===== src/rtl/pmem_arbiter_pkg.sv =====
// Shared types for the pmem arbiter: FSM states, memory op and sizing helpers.
package pmem_arb_types;

    localparam int MAX_PORTS = 8;

    typedef enum logic [1:0] {
        IDLE,
        BUSY,
        RESP
    } arb_state_t;

    typedef enum logic {
        OP_READ,
        OP_WRITE
    } pmem_op_t;

    // A single requester still needs a one-bit index.
    function automatic int idx_width(input int n);
        return (n > 1) ? $clog2(n) : 1;
    endfunction

endpackage


===== src/rtl/pmem_arbiter_if.sv =====
// Requester-side and memory-side buses of the pmem arbiter bundled in one interface.
interface pmem_arbiter_if #(
    parameter int NUM_PORTS  = 2,
    parameter int LINE_WIDTH = 256,
    parameter int ADDR_WIDTH = 32
);
    logic [NUM_PORTS-1:0]                 req_read;
    logic [NUM_PORTS-1:0]                 req_write;
    logic [NUM_PORTS-1:0][ADDR_WIDTH-1:0] req_address;
    logic [NUM_PORTS-1:0][LINE_WIDTH-1:0] req_wdata;
    logic [LINE_WIDTH-1:0]                req_rdata;
    logic [NUM_PORTS-1:0]                 req_resp;

    logic                  pmem_read;
    logic                  pmem_write;
    logic [ADDR_WIDTH-1:0] pmem_address;
    logic [LINE_WIDTH-1:0] pmem_wdata;
    logic [LINE_WIDTH-1:0] pmem_rdata;
    logic                  pmem_resp;

    // Arbiter view: serves the requesters, drives physical memory.
    modport master (
        input  req_read, req_write, req_address, req_wdata,
        output req_rdata, req_resp,
        output pmem_read, pmem_write, pmem_address, pmem_wdata,
        input  pmem_rdata, pmem_resp
    );

    // Environment view: caches and physical memory.
    modport slave (
        output req_read, req_write, req_address, req_wdata,
        input  req_rdata, req_resp,
        input  pmem_read, pmem_write, pmem_address, pmem_wdata,
        output pmem_rdata, pmem_resp
    );
endinterface


===== src/rtl/pmem_arb_picker.sv =====
// Combinational winner picker: first pending port at or above ptr, wrapping.
module pmem_arb_picker
    import pmem_arb_types::*;
#(
    parameter  int NUM_PORTS = 2,
    localparam int IDX_W     = idx_width(NUM_PORTS)
) (
    input  logic [NUM_PORTS-1:0] pending,
    input  logic [IDX_W-1:0]     ptr,
    output logic                 valid,
    output logic [IDX_W-1:0]     winner
);

    int unsigned k;

    // NOTE: every output gets a default before the search so no path can infer a latch.
    always_comb begin
        valid  = 1'b0;
        winner = '0;
        k      = 0;
        for (int i = 0; i < NUM_PORTS; i++) begin
            k = (int'(ptr) + i) % NUM_PORTS;
            if (!valid && pending[k]) begin
                valid  = 1'b1;
                winner = IDX_W'(k);
            end
        end
    end

endmodule


===== src/rtl/pmem_arbiter.sv =====
// Multiplexes NUM_PORTS cache-line requesters onto one pmem port, one transaction at a time.
// Define PMEM_ARB_RR_EN for round-robin selection; otherwise fixed priority (lowest index wins).
module pmem_arbiter
    import pmem_arb_types::*;
#(
    parameter int NUM_PORTS  = 2,
    parameter int LINE_WIDTH = 256,
    parameter int ADDR_WIDTH = 32
) (
    input logic            clk,
    input logic            rst,
    pmem_arbiter_if.master bus
);

    localparam int IDX_W = idx_width(NUM_PORTS);

    arb_state_t            state, state_d;
    logic [IDX_W-1:0]      grant_idx;
    logic [IDX_W-1:0]      pick_ptr;
    logic [IDX_W-1:0]      winner;
    logic                  pick_valid;
    logic [NUM_PORTS-1:0]  pending;
    pmem_op_t              pick_op;

    logic                  read_q, read_d;
    logic                  write_q, write_d;
    logic [NUM_PORTS-1:0]  resp_q, resp_d;
    logic [ADDR_WIDTH-1:0] addr_q;
    logic [LINE_WIDTH-1:0] wdata_q;
    logic [LINE_WIDTH-1:0] rdata_q;

    assign pending = bus.req_read | bus.req_write;
    // Read and write together is illegal; write wins.
    assign pick_op = bus.req_write[winner] ? OP_WRITE : OP_READ;

`ifdef PMEM_ARB_RR_EN
    logic [IDX_W-1:0] rr_ptr;

    always_ff @(posedge clk) begin
        if (rst) begin
            rr_ptr <= '0;
        end else if (state == RESP) begin
            rr_ptr <= (int'(grant_idx) == NUM_PORTS - 1) ? '0 : grant_idx + 1'b1;
        end
    end

    assign pick_ptr = rr_ptr;
`else
    assign pick_ptr = '0;
`endif

    pmem_arb_picker #(
        .NUM_PORTS (NUM_PORTS)
    ) u_picker (
        .pending (pending),
        .ptr     (pick_ptr),
        .valid   (pick_valid),
        .winner  (winner)
    );

    always_comb begin
        state_d = state;
        read_d  = read_q;
        write_d = write_q;
        resp_d  = '0;
        unique case (state)
            IDLE: begin
                if (pick_valid) begin
                    state_d = BUSY;
                    read_d  = (pick_op == OP_READ);
                    write_d = (pick_op == OP_WRITE);
                end
            end
            BUSY: begin
                if (bus.pmem_resp) begin
                    state_d           = RESP;
                    read_d            = 1'b0;
                    write_d           = 1'b0;
                    resp_d[grant_idx] = 1'b1;
                end
            end
            RESP: begin
                state_d = IDLE;
            end
            default: begin
                state_d = IDLE;
                read_d  = 1'b0;
                write_d = 1'b0;
            end
        endcase
    end

    // NOTE: sequential state uses non-blocking assignments so every flop samples pre-edge values.
    always_ff @(posedge clk) begin
        if (rst) begin
            state     <= IDLE;
            grant_idx <= '0;
            read_q    <= 1'b0;
            write_q   <= 1'b0;
            resp_q    <= '0;
            // NOTE: the wide data registers are reset too, so every output reads 0 out of reset.
            addr_q    <= '0;
            wdata_q   <= '0;
            rdata_q   <= '0;
        end else begin
            state   <= state_d;
            read_q  <= read_d;
            write_q <= write_d;
            resp_q  <= resp_d;
            if (state == IDLE && pick_valid) begin
                grant_idx <= winner;
                addr_q    <= bus.req_address[winner];
                wdata_q   <= bus.req_wdata[winner];
            end
            if (state == BUSY && bus.pmem_resp) begin
                rdata_q <= bus.pmem_rdata;
            end
        end
    end

    assign bus.pmem_read    = read_q;
    assign bus.pmem_write   = write_q;
    assign bus.pmem_address = addr_q;
    assign bus.pmem_wdata   = wdata_q;
    assign bus.req_rdata    = rdata_q;
    assign bus.req_resp     = resp_q;

endmodule


===== src/flat_wrapper.sv =====
// flat-port wrapper written by rule: the top's interface ports become plain ports
module pmem_arbiter_flat import pmem_arb_types::*;
#(
    parameter int NUM_PORTS  = 2,
    parameter int LINE_WIDTH = 256,
    parameter int ADDR_WIDTH = 32
)
  (clk, rst, bus_req_read, bus_req_write, bus_req_address, bus_req_wdata, bus_req_rdata, bus_req_resp, bus_pmem_read, bus_pmem_write, bus_pmem_address, bus_pmem_wdata, bus_pmem_rdata, bus_pmem_resp);
  pmem_arbiter_if #(.NUM_PORTS(NUM_PORTS), .LINE_WIDTH(LINE_WIDTH), .ADDR_WIDTH(ADDR_WIDTH)) bus_i ();
  input logic clk;
  input logic rst;
  input wire logic [$bits(bus_i.req_read)-1:0] bus_req_read;
  input wire logic [$bits(bus_i.req_write)-1:0] bus_req_write;
  input wire logic [$bits(bus_i.req_address)-1:0] bus_req_address;
  input wire logic [$bits(bus_i.req_wdata)-1:0] bus_req_wdata;
  output wire logic [$bits(bus_i.req_rdata)-1:0] bus_req_rdata;
  output wire logic [$bits(bus_i.req_resp)-1:0] bus_req_resp;
  output wire logic [$bits(bus_i.pmem_read)-1:0] bus_pmem_read;
  output wire logic [$bits(bus_i.pmem_write)-1:0] bus_pmem_write;
  output wire logic [$bits(bus_i.pmem_address)-1:0] bus_pmem_address;
  output wire logic [$bits(bus_i.pmem_wdata)-1:0] bus_pmem_wdata;
  input wire logic [$bits(bus_i.pmem_rdata)-1:0] bus_pmem_rdata;
  input wire logic [$bits(bus_i.pmem_resp)-1:0] bus_pmem_resp;
  assign bus_i.req_read = bus_req_read;
  assign bus_i.req_write = bus_req_write;
  assign bus_i.req_address = bus_req_address;
  assign bus_i.req_wdata = bus_req_wdata;
  assign bus_req_rdata = bus_i.req_rdata;
  assign bus_req_resp = bus_i.req_resp;
  assign bus_pmem_read = bus_i.pmem_read;
  assign bus_pmem_write = bus_i.pmem_write;
  assign bus_pmem_address = bus_i.pmem_address;
  assign bus_pmem_wdata = bus_i.pmem_wdata;
  assign bus_i.pmem_rdata = bus_pmem_rdata;
  assign bus_i.pmem_resp = bus_pmem_resp;
  pmem_arbiter #(.NUM_PORTS(NUM_PORTS), .LINE_WIDTH(LINE_WIDTH), .ADDR_WIDTH(ADDR_WIDTH)) u_core (.clk(clk), .rst(rst), .bus(bus_i));
endmodule

===== config.mk =====
export PLATFORM = sky130hd
export DESIGN_NAME = pmem_arbiter_flat
export DESIGN_NICKNAME = d
export VERILOG_FILES = /design/src/rtl/pmem_arbiter_pkg.sv /design/src/rtl/pmem_arbiter_if.sv /design/src/rtl/pmem_arb_picker.sv /design/src/rtl/pmem_arbiter.sv /design/src/flat_wrapper.sv
export SDC_FILE = /design/constraint.sdc
export NUM_CORES = 1
export LEC_CHECK = 0
export BUFFER_PORTS_ARGS = -buffer_cell sky130_fd_sc_hd__buf_2
export CORE_AREA = 2 2 537 539
export CTS_CLUSTER_SIZE = 24
export DETAILED_ROUTE_END_ITERATION = 16
export DIE_AREA = 0 0 539 541
export PLACE_DENSITY_LB_ADDON = 0.12
export SYNTH_ARGS = -nofsm -noshare
export SYNTH_HDL_FRONTEND = slang
export SYNTH_SLANG_ARGS = --single-unit

===== constraint.sdc =====
create_clock -name clk -period 4.24 [get_ports clk]
set_input_delay 0.212 -clock clk [delete_from_list [all_inputs] [get_ports clk]]
set_output_delay 0.212 -clock clk [all_outputs]
set_load 0.005 [all_outputs]

==> impl_metrics.yaml <==
run_status:
  status: "completed"
die:
  pin_count: 1387
  fp-row-count: 197
  initial_core_util_pct: 8.059
  core_region_area_mm2: 0.2864
  die_height_um: 541
  dieArea_mm2: 0.2916
  die_x_um: 539
routing:
  drc: 0
  routed_wl_mm: 198.7
  routed.top_layer: "met5"
  wl_met2_mm: 91.79
  antenna_left: 0
  drt_iter0_markers: 1618
  wl_met3_mm: 18.31
  vias: 31506
  dr.pass1.iters: 5
  routedWlPerCell_um: 22.61
  wl_met1_mm: 83.64
  vias_per_cell: 3.585
timing:
  setup_ws_ps: 1343
  finClkSkew_ps: 31.92
  rsz0062_at_grt: "false"
  tns_ps: 0
  fmax_mhz: 345.2
  final.min_clock_period_ps: 2897
  hold_viol: 0
  finalCritPeriodShare_pct: 68.33
  worst_pin_slew_ps: 923.3
  drv_slew: 0
  slew_headroom_pct: 38.45
  setup_viol: 0
pwr:
  ir_drop_mv: 0.2763
  p_leak_uw: 0.01870
  p_per_area_mw_per_mm2: 369.6
clocking:
  cts_resized: 0
  root_buffer: "clkbuf_16"
  cts_sinks: 551
  clkSlewWorstSetupHoldPaths_ps: 50
  post_cts_buffers: 0
  clockBufferDepth: 4
  htreeDepth: 3
  cts_buffers: 85
  cts_tree: "done"
  clock_latency_ps: 780
place:
  port_buffers: 1386
  dp_cells: 7771
  hpwl_mm: 151.3
  dp_slack_ps: 1837
  routabilityCongestion: 0.8341
hold_path:
  holdCritPathClass: "in2reg"
  hp-start: "bus_req_write[1]"
  min_path_cells: 4
  min_delay_worst_endpoint: "u_core.bus.pmem_write"
run:
  cap_violations: 0
synthesis:
  syn_nets: 3679
  synth_area_leader_cell: "dfxtp_1"
  synth_edf_count: 0
  ys_seq_elements: 551
  yosysSeqAreaShare_pct: 47.79
  yosysTopAreaCellShare_pct: 47.79
  async_flop_share_pct: 0
  yosys_warnings: 0
  syn_inst: 2840
  synth_cell_types: 29
  syn_avg_cell_area_um2: 8.128
  syn-cell-area_mm2: 0.02308
  synth_area_leaders: "dfxtp_1 (48%), a311oi_1 (11%), a21oi_1 (9.7%), nand2_1 (8.3%), nand3_1 (6.3%)"
  synth-main-ff-cell: "dfxtp_1"
grt:
  grt_pass1_wl_mm: 272.5
  grt_overflow_total: 0
  antenna_found_initial: 130
  grt_pass1_vias: 32684
  grt_max_degree: 94
  grt_usage_pct: 13.02
cells_and_area:
  syn_to_final_growth_pct: 97.33
  fin_cells: 8788
  fin_nets: 5763
  drive_gt1_share_pct: 34.39
  final_util_pct: 15.90
worst_setup_path:
  r2r_setup_slack_ps: 1460
  crit_type: "in2reg"
  cp-end-kind: "flip-flop"
  r2r_cells: 6
  critPathMaxFanout: 66
  critPathLaunchType: "primary input"
  reg2reg_from: "u_core.state[1]"
  cp.arrival_ps: 3520
  rr_endpoint: "u_core.bus.pmem_wdata[178]"
  crit_required_ps: 4870
-- area by class of cell --
type | instances | area, um^2
fillers | 33153 | 240900
repair buffers | 2338 | 16450
flip-flops and latches | 551 | 11030
multi-input cells | 1948 | 10640
well taps | 3781 | 4731
clock buffers | 126 | 2421
clock inverters | 12 | 190.2
diodes | 32 | 80.08
-- sequential cells by signal, summed over array words and instances (netlist names) --
name                     flops
u_core.bus.pmem_wdata      256
u_core.bus.pmem_write        1
u_core.grant_idx             1
u_core.bus.req_resp          2
u_core.bus.pmem_address     32
u_core.bus.pmem_read         1
u_core.bus.req_rdata       256
u_core.state                 2
-- timing repair --
action	in CTS	in global routing
hold buffers	847	0
endpoints found under the hold margin	549	0
endpoints found under the setup margin	0	0
-- cells in the mapped netlist (all sizes together), types with 2 or more instances --
library cell,number
dfxtp,551
o211ai,3
or2,3
clkbuf,259
a21oi,548
nand3,289
o21ai,290
or4,2
buf,82
a311oi,288
nor2,6
nand2,512
-- kinds of logic after synthesis --
family                 share of synthesized area, %
AOI/OAI and AO/OA                             30.82
and+or+nand+nor                               15.20
DFF                                           47.79
buffers and inverters                         6.190
-- through the flow --
stage / hold WS, ps / total power [uW] / area, um^2
after floorplan: 348.0 / 7220 / 23080
after global placement: 438.7 / 9084 / 34380
after detailed placement: 444.1 / 9076 / 34380
after CTS: 4.247 / 17230 / 45470
after global routing: 63.66 / 17720 / 45500
final: 115.6 / 16830 / 45550
-- report_power, final --
| part | switching [uW] | internal [uW] |
|---|---|---|
| Sequential | 279 | 5640 |
| Combinational | 2060 | 1840 |
| Clock | 2920 | 4110 |
| Total | 5250 | 11600 |
-- worst max-delay path: stages --
cell	delay [ps]
dlygate4sd3_1	640
buf_2	220
or4_4	850
buf_12	380
a21oi_2	250
a311oi_1	60
dlygate4sd3_1	600
-- cells in the final DEF (no fill, tap or decap), drive strengths merged --
cell,netlist,routed
nand2,512,512
or2,3,3
nor3b,1,1
o21ai,290,290
nor2,6,6
a311oi,288,288
bufinv,0,3
diode,0,32
and3b,1,1
a21oi,548,548
and2,1,1
dlygate4sd3,0,847
nand3b,1,1
nor2b,1,1
o211ai,3,3
clkinv,0,7
buf,82,1491
inv,0,2
nor4,1,1
dfxtp,551,551
clkbuf,259,126
nand3,289,289
nor3,1,1
or4,2,2
-- metal layers --
| layer | vias up | global-route usage (%) |
|---|---|---|
| li1 | 14542 | - |
| met1 | 15284 | 15.88 |
| met2 | 1297 | 21.55 |
| met3 | 301 | 4.962 |
| met4 | 82 | 2.793 |
| met5 | - | 0 |
-- worst max-delay path by stage --
stage	slack [ps]	end	depth (start not counted)	from
floorplan	2600	u_core.bus.pmem_wdata[148]	7	bus_req_write[0]
finish	1340	u_core.bus.pmem_wdata[171]	7	bus_req_write[0]
global placement	1860	u_core.bus.pmem_wdata[145]	5	bus_req_write[0]
CTS	1400	u_core.bus.pmem_wdata[146]	7	bus_req_write[0]
global route	1200	u_core.bus.pmem_wdata[153]	7	bus_req_write[0]
detailed placement	1840	u_core.bus.pmem_wdata[153]	5	bus_req_write[0]
(Power assumes the default switching activity.)
